**src/rtl/recon_blk_assembler.sv**
```systemverilog
// Collects three 2x8 component blocks (Y/Co/Cg or Y/Cb/Cr) into one packed 2x8x3 block and tracks slice position.
// Optional output clipping is enabled with `define RECON_CLIP_EN.
module recon_blk_assembler #(
    parameter int MAX_SLICE_WIDTH  = 2560,
    parameter int MAX_SLICE_HEIGHT = 4096
) (
    input  logic                                clk,
    input  logic                                rst_n,
    input  logic                                flush,
    input  logic [1:0]                          csc,
    input  logic [1:0]                          chroma_format,
    input  logic [12:0]                         maxPoint,
    input  logic [$clog2(MAX_SLICE_WIDTH)-1:0]  slice_width,
    input  logic [$clog2(MAX_SLICE_HEIGHT)-1:0] slice_height,
    input  logic                                comp_valid,
    input  logic [1:0]                          comp_idx,
    input  logic [16*14-1:0]                    comp_data,
    output logic                                comp_ready,
    output logic                                pReconBlk_valid,
    output logic [2*8*3*14-1:0]                 pReconBlk_p,
    output logic                                blk_sos,
    output logic                                blk_eos,
    output logic                                order_err
);

    localparam int SW_W  = $clog2(MAX_SLICE_WIDTH);
    localparam int SH_W  = $clog2(MAX_SLICE_HEIGHT);
    localparam int COL_W = SW_W - 3;
    localparam int ROW_W = SH_W - 1;

    typedef enum logic [1:0] {WAIT0, WAIT1, WAIT2} state_t;

    state_t                     state_q, state_d;
    logic                       load0, load1, emit, err_set;
    logic [16*14-1:0]           buf0_q, buf1_q;
    logic [COL_W-1:0]           col_q;
    logic [ROW_W-1:0]           row_q;
    logic                       last_col, last_row;
    logic [2*8*3*14-1:0]        assembled;

    assign comp_ready = ~flush;
    assign last_col   = (col_q == slice_width[SW_W-1:3] - COL_W'(1));
    assign last_row   = (row_q == slice_height[SH_W-1:1] - ROW_W'(1));

    // NOTE: every output of this block gets a default first so no path can infer a latch.
    always_comb begin
        state_d = state_q;
        load0   = 1'b0;
        load1   = 1'b0;
        emit    = 1'b0;
        err_set = 1'b0;
        if (flush) begin
            state_d = WAIT0;
        end else if (comp_valid) begin
            if (state_q == WAIT0 && comp_idx == 2'd0) begin
                load0   = 1'b1;
                state_d = WAIT1;
            end else if (state_q == WAIT1 && comp_idx == 2'd1) begin
                load1   = 1'b1;
                state_d = WAIT2;
            end else if (state_q == WAIT2 && comp_idx == 2'd2) begin
                emit    = 1'b1;
                state_d = WAIT0;
            end else begin
                // Out of order: a fresh comp 0 starts a new block, anything else restarts.
                err_set = 1'b1;
                load0   = (comp_idx == 2'd0);
                state_d = (comp_idx == 2'd0) ? WAIT1 : WAIT0;
            end
        end
    end

`ifdef RECON_CLIP_EN
    function automatic logic [13:0] clip(input logic [13:0] s, input logic signed [14:0] lo,
                                         input logic signed [14:0] hi);
        logic signed [14:0] x;
        x = {s[13], s};
        if (x < lo) return lo[13:0];
        if (x > hi) return hi[13:0];
        return s;
    endfunction
`endif

    always_comb begin
        logic [16*14-1:0]   src;
        logic [13:0]        s;
        logic signed [14:0] hi, lo;
        assembled = '0;
        hi = {2'b00, maxPoint};
        for (int cp = 0; cp < 3; cp++) begin
            src = (cp == 0) ? buf0_q : (cp == 1) ? buf1_q : comp_data;
            lo  = (cp != 0 && csc == 2'd1) ? -(hi + 15'sd1) : 15'sd0;
            for (int r = 0; r < 2; r++) begin
                for (int c = 0; c < 8; c++) begin
                    s = src[(r*8+c)*14 +: 14];
`ifdef RECON_CLIP_EN
                    s = clip(s, lo, hi);
`endif
                    if (cp != 0 && ((chroma_format == 2'd1 && c >= 4) ||
                                    (chroma_format == 2'd2 && (c >= 4 || r == 1))))
                        s = '0;
                    assembled[(cp*16+r*8+c)*14 +: 14] = s;
                end
            end
        end
    end

    logic unused_cfg;
`ifdef RECON_CLIP_EN
    assign unused_cfg = ^{slice_width[2:0], slice_height[0]};
`else
    assign unused_cfg = ^{slice_width[2:0], slice_height[0], csc, maxPoint, 15'(0)};
`endif

    // NOTE: sample buffers are only read after being written, so they carry no reset.
    always_ff @(posedge clk) begin
        if (load0) buf0_q <= comp_data;
        if (load1) buf1_q <= comp_data;
    end

    // NOTE: sequential state uses non-blocking assignments so all registers update together.
    always_ff @(posedge clk or negedge rst_n) begin
        if (!rst_n) begin
            state_q         <= WAIT0;
            col_q           <= '0;
            row_q           <= '0;
            pReconBlk_valid <= 1'b0;
            pReconBlk_p     <= '0;
            blk_sos         <= 1'b0;
            blk_eos         <= 1'b0;
            order_err       <= 1'b0;
        end else begin
            state_q         <= state_d;
            pReconBlk_valid <= emit;
            if (flush) order_err <= 1'b0;
            else if (err_set) order_err <= 1'b1;
            if (flush) begin
                col_q <= '0;
                row_q <= '0;
            end else if (emit) begin
                pReconBlk_p <= assembled;
                blk_sos     <= (col_q == '0) && (row_q == '0);
                blk_eos     <= last_col && last_row;
                if (last_col) begin
                    col_q <= '0;
                    row_q <= last_row ? '0 : row_q + ROW_W'(1);
                end else begin
                    col_q <= col_q + COL_W'(1);
                end
            end
        end
    end

endmodule

```
**config.mk**
```make
export PLATFORM = sky130hd
export DESIGN_NAME = recon_blk_assembler
export DESIGN_NICKNAME = d
export VERILOG_FILES = /design/src/rtl/recon_blk_assembler.sv
export SDC_FILE = /design/constraint.sdc
export NUM_CORES = 1
export LEC_CHECK = 0
export ABC_AREA = 1
export CORE_AREA = 8 8 364 366
export DETAILED_ROUTE_END_ITERATION = 12
export DIE_AREA = 0 0 372 374
export MAX_ROUTING_LAYER = met4
export PLACE_DENSITY = 0.6
export SYNTH_ARGS = -nofsm -noshare
export SYNTH_HDL_FRONTEND = slang
export SYNTH_SLANG_ARGS = --single-unit
export TNS_END_PERCENT = 20
```
**constraint.sdc**
```tcl
create_clock -name clk -period 12.6 [get_ports clk]
set_input_delay 3.15 -clock clk [delete_from_list [all_inputs] [get_ports clk]]
set_output_delay 3.15 -clock clk [all_outputs]
set_load 0.02 [all_outputs]
```
# == After elaboration in Yosys (flattened, before gate mapping) ==
# Index checks and enable logic that the tools add are counted.
# totals
out_inout_bits,677
ff_bits,1146
inputBits,271
# op_classes
n_bitwise,1
mux,58
n_addsub,4
reduce_logical,16
eq_ne,8
# op_table
cell,count
14-bit two-way mux,24
11-bit two-way mux,4
9-bit two-way mux,3
1-bit two-way mux,23
11-bit by 1-bit adder with 11-bit output (second input constant),1
11-bit == test,1
11-bit logical NOT,1
11-bit by 1-bit subtractor with 11-bit output (second input constant),1
9-bit by 1-bit adder with 9-bit output (second input constant),1
9-bit == test,1
9-bit logical NOT,1
9-bit by 1-bit subtractor with 9-bit output (second input constant),1
2-bit two-way mux,4
2-bit nonzero test,4
2-bit by 1-bit == test with 1-bit output (second input constant),3
2-bit == test (second input constant),3
1-bit logical AND,5
2-bit logical NOT,2
2-bit AND reduction,2
1-bit logical OR,1
1-bit inverter,1

# == Logic depth before layout (Yosys ltp) ==
# Gate-level depths: netlist of the first run.
# depth
depth_word,9
depth_mapped,15
ltp_nobuf,14

# == Worst setup path after synthesis of the first run ==
# No wires, ideal clock.
# synth_path
kind,input port to flip-flop
start,input port comp_idx[1]
end,register buf0_q[0] (enable)
setup_ns,0.813
cell_stages,2
path_slack_ns,-0.995
t_arrival_ns,12.781
required_time_ns,11.787
path_buffers,0
cell_sequence,or2_2 > nor2_1
# synth_via
elab_chain_cells,7
# synth_lines
element,line,source
"start, declared",16,"input logic [1:0] comp_idx,"
2-bit == test,61,end else if (state_q == WAIT2 && comp_idx == 2'd2) begin
1-bit logical AND,61,
1-bit two-way mux,61,
1-bit two-way mux,58,end else if (state_q == WAIT1 && comp_idx == 2'd1) begin
1-bit two-way mux (*),55,if (state_q == WAIT0 && comp_idx == 2'd0) begin
1-bit two-way mux (*),54,end else if (comp_valid) begin
1-bit two-way mux (*),52,if (flush) begin
net load0,34,"logic load0, load1, emit, err_set;"
"end signal, assigned",117,if (load0) buf0_q <= comp_data;
"end, declared",35,"logic [16*14-1:0] buf0_q, buf1_q;"
# Mark *: on every way through the listed nets, which the timed path passes. The rest lies on a longest branch.
# A chain may end at the register's enable or synchronous reset.

# == Worst setup path after layout of the first run ==
# layout_path
start,input port flush
end,output port comp_ready
# layout_via
elab_chain_cells,1
# layout_lines
element,line,source
"start, declared",9,"input logic flush,"
1-bit inverter (no source line),--,
"end, declared",18,"output logic comp_ready,"
# No other way between the ends.

==> impl_metrics.prom, run 1 <==
# TYPE chip_impl_metric gauge
chip_impl_info{name="run_status",value="complete, no violations"} 1
chip_impl_info{name="start_kind",value="input port"} 1
chip_impl_metric{name="post_synth_mux_area_share",unit=""} 0
chip_impl_metric{name="timing.setup.tns",unit="ns"} 0
chip_impl_metric{name="period_needed",unit="ns"} 8.30
chip_impl_metric{name="per_instance_average_area_after_synthesis",unit="um^2"} 11.2
chip_impl_info{name="grt_setup_unrepaired",value="no"} 1
chip_impl_metric{name="p_leak",unit="nW"} 25.7
chip_impl_info{name="critPathCaptureType",value="primary output"} 1
chip_impl_metric{name="final-setup-viol-count",unit=""} 0
chip_impl_metric{name="async_flop_share",unit=""} 0.609
chip_impl_metric{name="maxSlewHeadroom",unit=""} 0.190
chip_impl_metric{name="number_of_enable_flip_flop_cells_after_synthesis",unit=""} 448
chip_impl_metric{name="clock_sink_count",unit=""} 1146
chip_impl_info{name="postSynth.topFlopCell",value="sky130_fd_sc_hd__dfrtp_1"} 1
chip_impl_metric{name="fp.dieH",unit="um"} 374
chip_impl_metric{name="drt_drc_violations_left",unit=""} 0
chip_impl_metric{name="globalRouteOverflowTotal",unit=""} 0
chip_impl_metric{name="largest_net_degree_at_the_start_of_global_routing",unit=""} 190
chip_impl_metric{name="number_of_fillers_in_the_final_layout",unit=""} 11727
chip_impl_info{name="cts.root.buffer_cell",value="sky130_fd_sc_hd__clkbuf_16"} 1
chip_impl_metric{name="report.final.slew_viol_count",unit=""} 0
chip_impl_metric{name="fin_skew",unit="ns"} 0.0567
chip_impl_metric{name="dieArea",unit="um^2"} 139000
chip_impl_info{name="synth.most_common_cell",value="sky130_fd_sc_hd__nand2_1"} 1
chip_impl_metric{name="number_of_h_tree_levels",unit=""} 3
chip_impl_metric{name="track_usage",unit=""} 0.191
chip_impl_metric{name="gp_congestion",unit=""} 0.841
chip_impl_metric{name="worstPathArrival",unit="ns"} 5.15
chip_impl_metric{name="final-hold-violation-count",unit=""} 0
chip_impl_info{name="tritoncts",value="done"} 1
chip_impl_metric{name="multiInputGateArea",unit="um^2"} 9490
chip_impl_metric{name="postSynthRegisterBits",unit=""} 1146
chip_impl_metric{name="finish.net_count",unit=""} 4873
chip_impl_metric{name="cts_repair_resize_count",unit=""} 0
chip_impl_info{name="critPathKind",value="input port to primary output"} 1
chip_impl_metric{name="irDropWorstVdd",unit="uV"} 137
chip_impl_metric{name="dp.final_hpwl",unit="um"} 89500
chip_impl_metric{name="area_growth_syn_to_layout",unit="%"} 36.2
chip_impl_metric{name="antenna_violating_nets_post_route",unit=""} 0
chip_impl_metric{name="synth_fp_nets",unit=""} 3989
chip_impl_metric{name="placement_rows",unit=""} 131
chip_impl_metric{name="cts_made_buffers",unit=""} 121
chip_impl_metric{name="detailed_route_via_count",unit=""} 29394
chip_impl_metric{name="cap_violations",unit=""} 0
chip_impl_metric{name="synth_compound_area_frac",unit=""} 0.00335
chip_impl_metric{name="dp_cells",unit=""} 6134
chip_impl_metric{name="drt-pass1-iter-count",unit=""} 5
chip_impl_metric{name="timing.fmax",unit="MHz"} 120
chip_impl_metric{name="ioPinCount",unit=""} 948
chip_impl_metric{name="final-seq-area",unit="um^2"} 30900
chip_impl_metric{name="post_synth_fa_ha_maj_area_fraction",unit=""} 0.00211
chip_impl_metric{name="grt_first_pass_wirelength",unit="um"} 196000
chip_impl_metric{name="hold_ws",unit="ns"} 0.399
chip_impl_metric{name="timing.final.crit_share",unit=""} 0.659
chip_impl_metric{name="post_synth_num_cell_types",unit=""} 30
chip_impl_metric{name="finish.instance_area",unit="um^2"} 56400
chip_impl_metric{name="crit_path_max_fanout",unit=""} 25
chip_impl_metric{name="yosysTopAreaCellShare",unit=""} 0.421
chip_impl_metric{name="clkTransAtPathRegs",unit="ns"} 0.06
chip_impl_metric{name="cts_setup_buffers",unit=""} 0
chip_impl_metric{name="cts_max_path_buffers",unit=""} 3
chip_impl_info{name="synth_top_area_cell",value="sky130_fd_sc_hd__dfrtp_1"} 1
chip_impl_metric{name="drt_wl_total",unit="um"} 134000
chip_impl_metric{name="fp.coreArea",unit="um^2"} 127000
chip_impl_metric{name="io_buffer_count",unit=""} 928
chip_impl_info{name="synth_top_family_by_area",value="simple AND/OR/NAND/NOR gates"} 1
chip_impl_metric{name="power_per_cell_area",unit="nW/um^2"} 140
chip_impl_metric{name="synth-simple-area-share",unit=""} 0.220
chip_impl_metric{name="critical_path_required",unit="ns"} 9.45
chip_impl_metric{name="synth_warnings",unit=""} 0
chip_impl_metric{name="placement_stage_cell_area",unit="um^2"} 52300
chip_impl_metric{name="power.total",unit="W"} 0.00791
chip_impl_metric{name="synthXorXnorAreaFrac",unit=""} 0.00317
chip_impl_metric{name="vias_per_cell",unit=""} 4.61
chip_impl_metric{name="die_width",unit="um"} 372
chip_impl_info{name="netlist_top_cells_area",value="sky130_fd_sc_hd__dfrtp_1, sky130_fd_sc_hd__edfxtp_1, sky130_fd_sc_hd__nand2_1"} 1
chip_impl_metric{name="synthCells",unit=""} 3711
chip_impl_info{name="synth_commonest_cells",value="sky130_fd_sc_hd__nand2_1, sky130_fd_sc_hd__dfrtp_1, sky130_fd_sc_hd__edfxtp_1"} 1
chip_impl_metric{name="proportion_of_layout_cells_with_a_drive_suffix_above_1",unit=""} 0.0521
chip_impl_metric{name="wl_per_cell",unit="um"} 21.0
chip_impl_metric{name="drt_iter0_markers",unit=""} 2396
chip_impl_metric{name="start_util",unit=""} 0.327
chip_impl_metric{name="worst-slew-pin-transition",unit="ns"} 1.22
chip_impl_metric{name="grt_pass1_vias",unit=""} 29042
chip_impl_metric{name="synth_seq_area_share",unit=""} 0.746
chip_impl_info{name="worstHoldPathType",value="flip-flop to flip-flop"} 1
chip_impl_metric{name="stdcell_count",unit=""} 6376
chip_impl_metric{name="insertion_delay",unit="ns"} 0.74
chip_impl_metric{name="antenna_found_initial",unit=""} 20
chip_impl_metric{name="hold_bufs_at_cts",unit=""} 0
chip_impl_metric{name="netlist_area_pre_place",unit="um^2"} 41400
stage by stage:
stage                     setup slack [ns]   util
after floorplan                     -0.926      -
after global placement                4.29  0.413
after detailed placement              4.32  0.413
after CTS                             4.31  0.445
after global routing                  4.20  0.445
final                                 4.30  0.445
flip-flops by register name (all words and copies together), names as in the netlist:
name             count
pReconBlk_p        672
buf0_q             224
buf1_q             224
row_q               11
col_q                9
state_q              2
blk_eos              1
blk_sos              1
order_err            1
pReconBlk_valid      1
power breakdown:
group | leakage, nW | internal (W) | switching, W | total (W)
logic | 9.87 | 0.000133 | 0.000227 | 0.000360
registers | 13.8 | 0.00393 | 0.0000195 | 0.00395
clock network | 2.00 | 0.00206 | 0.00154 | 0.00360
cell families after synthesis:
| family | after synthesis |
|---|---|
| and+or+nand+nor | 2266 |
| DFF | 1146 |
| buffers and inverters | 252 |
| AOI/OAI and AO/OA | 25 |
| xor gates and xnor gates | 15 |
| adders and majority gates | 7 |
area by class of cell:
class,instances,share of cell area
well taps,1662,0.0369
repair buffers,955,0.170
inverters,58,0.00404
multi-input cells,2313,0.168
clock buffers,170,0.0610
flip-flops and latches,1146,0.548
clock inverters,59,0.0113
diodes,13,0.000576
critical path, stage by stage:
cell,delay [ns]
sky130_fd_sc_hd__clkdlybuf4s50_1,0.53
sky130_fd_sc_hd__inv_1,0.67
sky130_fd_sc_hd__clkdlybuf4s50_1,0.80
cell usage in the layout (no fill, tap or decap), types with 2 or more instances in the layout:
cell,instances
sky130_fd_sc_hd__nor3_2,2
sky130_fd_sc_hd__dfrtp_1,698
sky130_fd_sc_hd__clkdlybuf4s50_1,927
sky130_fd_sc_hd__diode_2,13
sky130_fd_sc_hd__ha_1,6
sky130_fd_sc_hd__xnor2_1,5
sky130_fd_sc_hd__or2_2,2
sky130_fd_sc_hd__nor2_2,8
sky130_fd_sc_hd__a31o_2,2
sky130_fd_sc_hd__nand2_2,2
sky130_fd_sc_hd__clkinvlp_4,5
sky130_fd_sc_hd__nand4_1,7
sky130_fd_sc_hd__a21oi_1,11
sky130_fd_sc_hd__clkbuf_8,19
sky130_fd_sc_hd__nor4_1,2
sky130_fd_sc_hd__inv_8,2
sky130_fd_sc_hd__nand3_1,396
sky130_fd_sc_hd__inv_6,2
sky130_fd_sc_hd__edfxtp_1,448
sky130_fd_sc_hd__nor2_1,43
sky130_fd_sc_hd__xor2_1,10
sky130_fd_sc_hd__inv_1,55
sky130_fd_sc_hd__clkbuf_16,123
sky130_fd_sc_hd__o21ai_0,9
sky130_fd_sc_hd__clkinv_16,5
sky130_fd_sc_hd__clkinv_1,10
sky130_fd_sc_hd__nand2_1,1791
sky130_fd_sc_hd__buf_4,19
sky130_fd_sc_hd__nor2_4,4
sky130_fd_sc_hd__nor3_1,7
sky130_fd_sc_hd__buf_12,8
sky130_fd_sc_hd__bufinv_16,7
sky130_fd_sc_hd__clkbuf_1,28
sky130_fd_sc_hd__clkinv_2,26
final timing paths:
kind | cells past startpoint | slack [ns] | endpoint | start
max | 3 | 4.30 | comp_ready | flush
min | 2 | 0.40 | pReconBlk_p[191] | buf0_q[191]
max reg2reg | 8 | 8.65 | pReconBlk_p[622] | state_q[0]
min reg2reg | 2 | 0.40 | pReconBlk_p[191] | buf0_q[191]
max in group asynchronous | 3 | 7.95 | pReconBlk_p[369] | rst_n
min in group asynchronous | 1 | 2.42 | pReconBlk_valid | rst_n
layer usage:
metal,global-route usage,share of wire,vias up
met5,-,0,-
met4,0.0776,0.042,0
met3,0.0544,0.075,219
met2,0.300,0.47,962
met1,0.233,0.41,14401
li1,-,-,13812
Power figures use the tool's default switching activity.
==> run 2: changes to the inputs <==
--- a/config.mk
+++ b/config.mk
@@ -6,11 +6,11 @@
 export NUM_CORES = 1
 export LEC_CHECK = 0
 export ABC_AREA = 1
-export CORE_AREA = 8 8 364 366
+export CORE_AREA = 8 8 361 363
 export DETAILED_ROUTE_END_ITERATION = 12
-export DIE_AREA = 0 0 372 374
+export DIE_AREA = 0 0 369 371
 export MAX_ROUTING_LAYER = met4
-export PLACE_DENSITY = 0.6
+export PLACE_DENSITY = 0.63
 export SYNTH_ARGS = -nofsm -noshare
 export SYNTH_HDL_FRONTEND = slang
 export SYNTH_SLANG_ARGS = --single-unit
==> constraint.sdc (replaced) <==
create_clock -name clk -period 6.9 [get_ports clk]
set_input_delay 1.725 -clock clk [delete_from_list [all_inputs] [get_ports clk]]
set_output_delay 1.725 -clock clk [all_outputs]
set_load 0.02 [all_outputs]
==> run 2 against run 1 <==
Against the previous run: clock power grew 82%; combinational power grew 86%; non-clock buffer count grew 27; sequential cell count is the same; largest cell class unchanged; largest power group unchanged.
==> impl_metrics.prom, run 2 (synthesis gave the netlist of run 1 again) <==
# TYPE chip_impl_metric gauge
chip_impl_info{name="run_status",value="complete, no violations"} 1
chip_impl_metric{name="track_usage",unit=""} 0.194
chip_impl_metric{name="die_width",unit="um"} 369
chip_impl_metric{name="proportion_of_layout_cells_with_a_drive_suffix_above_1",unit=""} 0.0566
chip_impl_metric{name="grt_first_pass_wirelength",unit="um"} 196000
chip_impl_metric{name="number_of_h_tree_levels",unit=""} 3
chip_impl_metric{name="dieArea",unit="um^2"} 137000
chip_impl_info{name="r2r_end",value="pReconBlk_p[139]"} 1
chip_impl_metric{name="drt_drc_violations_left",unit=""} 0
chip_impl_metric{name="report.final.slew_viol_count",unit=""} 0
chip_impl_metric{name="final-hold-violation-count",unit=""} 0
chip_impl_metric{name="worst-slew-pin-transition",unit="ns"} 0.986
chip_impl_metric{name="irDropWorstVdd",unit="uV"} 255
chip_impl_metric{name="number_of_fillers_in_the_final_layout",unit=""} 11473
chip_impl_metric{name="flip_flop_count_of_the_largest_register_all_copies_and_words_added",unit=""} 672
chip_impl_metric{name="cap_violations",unit=""} 0
chip_impl_metric{name="antenna_violating_nets_post_route",unit=""} 0
chip_impl_metric{name="fp.coreArea",unit="um^2"} 125000
chip_impl_metric{name="vias_per_cell",unit=""} 4.65
chip_impl_info{name="largest_register",value="pReconBlk_p"} 1
chip_impl_metric{name="clkTransAtPathRegs",unit="ns"} 0.06
chip_impl_metric{name="fp.dieH",unit="um"} 371
chip_impl_metric{name="cts_max_path_buffers",unit=""} 3
chip_impl_metric{name="largest_net_degree_at_the_start_of_global_routing",unit=""} 166
chip_impl_metric{name="io_buffer_count",unit=""} 928
chip_impl_metric{name="timing.fmax",unit="MHz"} 208
chip_impl_metric{name="final-setup-viol-count",unit=""} 0
chip_impl_metric{name="cts_setup_buffers",unit=""} 0
chip_impl_metric{name="ioPinCount",unit=""} 948
chip_impl_metric{name="insertion_delay",unit="ns"} 0.74
chip_impl_metric{name="period_needed",unit="ns"} 4.80
chip_impl_metric{name="cts_repair_resize_count",unit=""} 0
chip_impl_metric{name="globalRouteOverflowTotal",unit=""} 0
chip_impl_metric{name="drt_iter0_markers",unit=""} 2379
chip_impl_metric{name="power_per_cell_area",unit="nW/um^2"} 255
chip_impl_metric{name="ff2ff_path_depth",unit=""} 7
chip_impl_info{name="grt_setup_unrepaired",value="no"} 1
chip_impl_metric{name="crit_path_max_fanout",unit=""} 5
chip_impl_metric{name="wl_per_cell",unit="um"} 21.0
chip_impl_metric{name="critical_path_required",unit="ns"} 5.18
chip_impl_metric{name="hold_bufs_at_cts",unit=""} 0
chip_impl_metric{name="grt_pass1_vias",unit=""} 29625
chip_impl_metric{name="stdcell_count",unit=""} 6396
chip_impl_info{name="commonest_non_fill_non_tap_cell_in_the_layout",value="sky130_fd_sc_hd__nand2_1"} 1
chip_impl_metric{name="antenna_found_initial",unit=""} 17
chip_impl_metric{name="reg2reg_setup_slack",unit="ns"} 4.00
chip_impl_info{name="tritoncts",value="done"} 1
chip_impl_metric{name="start_util",unit=""} 0.333
chip_impl_metric{name="drt_wl_total",unit="um"} 134000
chip_impl_info{name="timing.critical_path.to",value="comp_ready"} 1
chip_impl_metric{name="p_leak",unit="nW"} 25.8
chip_impl_info{name="reg.largest.list",value="pReconBlk_p: 672 flops, buf0_q: 224 flops, buf1_q: 224 flops"} 1
chip_impl_metric{name="maxSlewHeadroom",unit=""} 0.343
chip_impl_metric{name="detailed_route_via_count",unit=""} 29710
chip_impl_metric{name="finalCoreUtilization",unit=""} 0.455
chip_impl_info{name="critPathKind",value="input port to primary output"} 1
chip_impl_info{name="critPathCaptureType",value="primary output"} 1
chip_impl_metric{name="worstPathArrival",unit="ns"} 3.08
chip_impl_metric{name="area_growth_syn_to_layout",unit="%"} 36.8
chip_impl_metric{name="timing.final.crit_share",unit=""} 0.696
chip_impl_metric{name="drt-pass1-iter-count",unit=""} 5
chip_impl_metric{name="fin_skew",unit="ns"} 0.0486
chip_impl_metric{name="dp.final_hpwl",unit="um"} 92200
chip_impl_info{name="cts.root.buffer_cell",value="sky130_fd_sc_hd__clkbuf_16"} 1
chip_impl_info{name="worstHoldPathType",value="flip-flop to flip-flop"} 1
chip_impl_info{name="critPathLaunch",value="flush"} 1
chip_impl_metric{name="placement_rows",unit=""} 130
chip_impl_info{name="layout.cells.most_common_list",value="sky130_fd_sc_hd__nand2_1, sky130_fd_sc_hd__clkdlybuf4s50_1, sky130_fd_sc_hd__dfrtp_1"} 1
chip_impl_info{name="start_kind",value="input port"} 1
chip_impl_metric{name="finish.net_count",unit=""} 4900
chip_impl_metric{name="cts_made_buffers",unit=""} 121
chip_impl_metric{name="dp_cells",unit=""} 6149
chip_impl_info{name="worst_r2r_startpoint",value="state_q[0]"} 1
chip_impl_metric{name="clock_sink_count",unit=""} 1146
chip_impl_metric{name="gp_congestion",unit=""} 0.869
-- run 2: changes by cell type in the layout (fill, tap and decap cells not counted) --
cell / before / now
sky130_fd_sc_hd__buf_4: 19 / 37
sky130_fd_sc_hd__buf_12: 8 / 17
sky130_fd_sc_hd__clkbuf_1: 28 / 36
sky130_fd_sc_hd__clkbuf_16: 123 / 121
sky130_fd_sc_hd__clkinv_16: 5 / 3
sky130_fd_sc_hd__clkinv_2: 26 / 24
sky130_fd_sc_hd__clkinvlp_4: 5 / 3
sky130_fd_sc_hd__diode_2: 13 / 15
sky130_fd_sc_hd__inv_8: 2 / 4
sky130_fd_sc_hd__bufinv_16: 7 / 8
sky130_fd_sc_hd__clkinv_1: 10 / 9
sky130_fd_sc_hd__clkinv_4: 1 / 0
sky130_fd_sc_hd__clkinv_8: 1 / 2
sky130_fd_sc_hd__inv_4: 1 / 2
-- run 2: layout make-up --
cell class,instances,area (um^2),area share
sequential,1146,30900,0.545
timing repair buffer,982,9910,0.175
multi-input combinational,2313,9490,0.167
clock buffer,176,3420,0.0604
tap,1650,2060,0.0364
clock inverter,56,617,0.0109
inverter,58,228,0.00402
antenna,15,37.5,0.000662
-- run 2: worst min-delay path by stage --
stage | start | endpoint | depth (start not counted)
after global placement | buf0_q[31] | pReconBlk_p[31] | 2
final | buf0_q[131] | pReconBlk_p[131] | 2
after detailed placement | buf0_q[144] | pReconBlk_p[144] | 2
after floorplan | buf0_q[0] | pReconBlk_p[0] | 2
after global routing | buf0_q[83] | pReconBlk_p[83] | 2
after CTS | buf0_q[82] | pReconBlk_p[82] | 2
-- run 2: per-stage QoR --
step | cell area [um^2] | worst slack, ns | power (W) | setup TNS (ns) | hold slack (ns)
floorplan | 41500 | -1.41 | 0.00753 | -317.43 | 0.426
finish | 56700 | 2.10 | 0.0144 | 0 | 0.401
global placement | 52600 | 2.10 | 0.00803 | 0 | 0.427
global route | 56700 | 2.08 | 0.0149 | 0 | 0.429
CTS | 56700 | 2.09 | 0.0146 | 0 | 0.406
detailed placement | 52600 | 2.10 | 0.00803 | 0 | 0.432
-- run 2: routing by layer --
metal  track usage  part of all wire  vias up
met5             -                 0        -
met3        0.0591             0.081      235
met4        0.0753             0.039        0
li1              -                 -    13864
met2         0.306              0.48     1004
met1         0.233              0.40    14607
-- run 2: worst max-delay path: stages --
cell and delay [ns]:
sky130_fd_sc_hd__clkdlybuf4s50_1 0.56, sky130_fd_sc_hd__inv_1 0.14, sky130_fd_sc_hd__clkdlybuf4s50_1 0.64
-- run 2: power breakdown --
part / internal [W] / switching, W
clock: 0.00377 / 0.00277
combinational: 0.000250 / 0.000421
sequential: 0.00718 / 0.0000366
total: 0.0112 / 0.00323
==> run 3: changes to the inputs <==
==> constraint.sdc (replaced) <==
create_clock -name clk -period 4.2 [get_ports clk]
set_input_delay 1.05 -clock clk [delete_from_list [all_inputs] [get_ports clk]]
set_output_delay 1.05 -clock clk [all_outputs]
set_load 0.02 [all_outputs]
==> run 3 against run 2 <==
Against the previous run: design area increased by 0.50%; sequential cell count did not move; total power rose by 67%; critical path depth unchanged; sequential share of layout area is 0.27 points lower; die area stayed put; register-to-register slack got worse by 2.2 ns; non-clock buffer count rose by 7; core utilization rose by 0.23 points; first-iteration DRC count shrank 5.6%; combinational power up 68%; critical path type unchanged; critical endpoint unchanged; largest power group unchanged.
==> impl_metrics.prom, run 3 (synthesis gave the netlist of run 1 again) <==
# TYPE chip_impl_metric gauge
chip_impl_metric{name="hold_bufs_at_cts",unit=""} 0
chip_impl_info{name="start_kind",value="input port"} 1
chip_impl_metric{name="fp.dieH",unit="um"} 371
chip_impl_metric{name="detailed_route_via_count",unit=""} 29738
chip_impl_metric{name="track_usage",unit=""} 0.194
chip_impl_metric{name="vias_per_cell",unit=""} 4.65
chip_impl_metric{name="largest_net_degree_at_the_start_of_global_routing",unit=""} 159
chip_impl_metric{name="proportion_of_layout_cells_with_a_drive_suffix_above_1",unit=""} 0.0596
chip_impl_metric{name="worst-slew-pin-transition",unit="ns"} 0.892
chip_impl_metric{name="ioPinCount",unit=""} 948
chip_impl_metric{name="drt_wl_total",unit="um"} 135000
chip_impl_metric{name="cts_made_buffers",unit=""} 119
chip_impl_metric{name="antenna_violating_nets_post_route",unit=""} 0
chip_impl_metric{name="finalCoreUtilization",unit=""} 0.457
chip_impl_info{name="grt_setup_unrepaired",value="no"} 1
chip_impl_metric{name="dp.final_hpwl",unit="um"} 93500
chip_impl_info{name="layout.cells.most_common_list",value="sky130_fd_sc_hd__nand2_1, sky130_fd_sc_hd__clkdlybuf4s50_1, sky130_fd_sc_hd__dfrtp_1"} 1
chip_impl_metric{name="io_buffer_count",unit=""} 928
chip_impl_metric{name="number_of_fillers_in_the_final_layout",unit=""} 11464
chip_impl_metric{name="cap_violations",unit=""} 0
chip_impl_metric{name="multiInputGateArea",unit="um^2"} 9500
chip_impl_metric{name="cts_max_path_buffers",unit=""} 3
chip_impl_info{name="cts.root.buffer_cell",value="sky130_fd_sc_hd__clkbuf_16"} 1
chip_impl_metric{name="power_per_cell_area",unit="nW/um^2"} 422
chip_impl_metric{name="dieArea",unit="um^2"} 137000
chip_impl_metric{name="fin_skew",unit="ns"} 0.0388
chip_impl_metric{name="clkTransAtPathRegs",unit="ns"} 0.06
chip_impl_metric{name="wl_per_cell",unit="um"} 21.1
chip_impl_metric{name="cts_repair_resize_count",unit=""} 0
chip_impl_metric{name="drt-pass1-iter-count",unit=""} 5
chip_impl_metric{name="placement_rows",unit=""} 130
chip_impl_metric{name="fp.coreArea",unit="um^2"} 125000
chip_impl_metric{name="timing.final.crit_share",unit=""} 0.819
chip_impl_metric{name="flip_flop_count_of_the_largest_register_all_copies_and_words_added",unit=""} 672
chip_impl_info{name="critPathKind",value="input port to primary output"} 1
chip_impl_metric{name="grt_first_pass_wirelength",unit="um"} 196000
chip_impl_metric{name="report.final.slew_viol_count",unit=""} 0
chip_impl_metric{name="start_util",unit=""} 0.333
chip_impl_metric{name="finish.net_count",unit=""} 4905
chip_impl_metric{name="number_of_h_tree_levels",unit=""} 3
chip_impl_metric{name="drt_iter0_markers",unit=""} 2246
chip_impl_info{name="reg.largest.list",value="pReconBlk_p: 672 flops, buf0_q: 224 flops, buf1_q: 224 flops"} 1
chip_impl_metric{name="antenna_found_initial",unit=""} 17
chip_impl_info{name="largest_register",value="pReconBlk_p"} 1
chip_impl_metric{name="die_width",unit="um"} 369
chip_impl_metric{name="p_leak",unit="nW"} 25.9
chip_impl_metric{name="grt_pass1_vias",unit=""} 29354
chip_impl_info{name="worstHoldPathType",value="input port to asynchronous set/reset pin"} 1
chip_impl_metric{name="globalRouteOverflowTotal",unit=""} 0
chip_impl_metric{name="drt_drc_violations_left",unit=""} 0
chip_impl_metric{name="insertion_delay",unit="ns"} 0.73
chip_impl_info{name="critPathCaptureType",value="primary output"} 1
chip_impl_metric{name="maxSlewHeadroom",unit=""} 0.405
chip_impl_metric{name="cts_setup_buffers",unit=""} 0
chip_impl_metric{name="irDropWorstVdd",unit="uV"} 332
chip_impl_metric{name="clock_sink_count",unit=""} 1146
chip_impl_metric{name="crit_path_max_fanout",unit=""} 5
chip_impl_info{name="run_status",value="complete, no violations"} 1
chip_impl_metric{name="timing.fmax",unit="MHz"} 291
chip_impl_metric{name="area_growth_syn_to_layout",unit="%"} 37.5
chip_impl_metric{name="worstPathArrival",unit="ns"} 2.39
chip_impl_metric{name="timing.setup.tns",unit="ns"} 0
chip_impl_info{name="tritoncts",value="done"} 1
chip_impl_info{name="commonest_non_fill_non_tap_cell_in_the_layout",value="sky130_fd_sc_hd__nand2_1"} 1
chip_impl_metric{name="final-setup-viol-count",unit=""} 0
chip_impl_metric{name="critical_path_required",unit="ns"} 3.15
chip_impl_metric{name="final-hold-violation-count",unit=""} 0
chip_impl_metric{name="period_needed",unit="ns"} 3.44
chip_impl_metric{name="final-seq-area",unit="um^2"} 30900
chip_impl_metric{name="gp_congestion",unit=""} 0.857
==> run 3: cell count changes in the layout (fill, tap and decap cells not counted), moves of 3 or more <==
cell and delta:
sky130_fd_sc_hd__clkbuf_1 -11, sky130_fd_sc_hd__buf_12 +8, sky130_fd_sc_hd__bufinv_16 +8, sky130_fd_sc_hd__clkbuf_8 -7, sky130_fd_sc_hd__clkinv_1 +5, sky130_fd_sc_hd__diode_2 -3
==> run 3: worst max-delay path, stage by stage <==
cell,delay (ns)
sky130_fd_sc_hd__clkdlybuf4s50_1,0.54
sky130_fd_sc_hd__inv_1,0.13
sky130_fd_sc_hd__clkdlybuf4s50_1,0.66
==> run 3: layer usage <==
layer | vias up | global-route usage | part of all wire
li1 | 13875 | - | -
met1 | 14648 | 0.239 | 0.41
met2 | 987 | 0.302 | 0.47
met3 | 228 | 0.0544 | 0.075
met4 | 0 | 0.0772 | 0.041
met5 | - | - | 0
==> run 3: path summary, 6_finish.rpt <==
| path | cells after the start | end | start | slack, ns |
|---|---|---|---|---|
| setup / recovery | 3 | comp_ready | flush | 0.76 |
| hold / removal | 1 | pReconBlk_p[483] | rst_n | 0.29 |
| setup reg to reg | 8 | pReconBlk_p[474] | state_q[1] | 1.79 |
| hold reg to reg | 2 | pReconBlk_p[69] | buf0_q[69] | 0.41 |
| max in group asynchronous | 2 | pReconBlk_p[638] | rst_n | 2.73 |
| min in group clk | 2 | pReconBlk_p[69] | buf0_q[69] | 0.41 |
==> run 3: layout make-up <==
class,instances,area share
clock buffer,159,0.0581
multi-input combinational,2313,0.167
timing repair buffer,989,0.177
sequential,1146,0.543
tap,1650,0.0362
inverter,58,0.00397
clock inverter,69,0.0150
antenna,12,0.000527
==> run 3: metrics by stage <==
stage                     worst slack (ns)  cells  cell area [um^2]  power, W  hold WS [ns]
after detailed placement             0.540   6156             52800    0.0132         0.431
after global placement               0.585   6156             52800    0.0132         0.429
final                                0.762   6396             57000    0.0241         0.287
after global routing                 0.759   6395             57000    0.0249         0.270
after floorplan                     -0.827   3711             41500    0.0124         0.426
after CTS                            0.754   6384             56900    0.0243         0.280
==> run 3: power by group <==
part | internal [W] | total (W) | leakage [nW] | switching, W
clock | 0.00656 | 0.0111 | 2.04 | 0.00451
combinational | 0.000429 | 0.00113 | 10.1 | 0.000703
sequential | 0.0118 | 0.0119 | 13.8 | 0.0000598
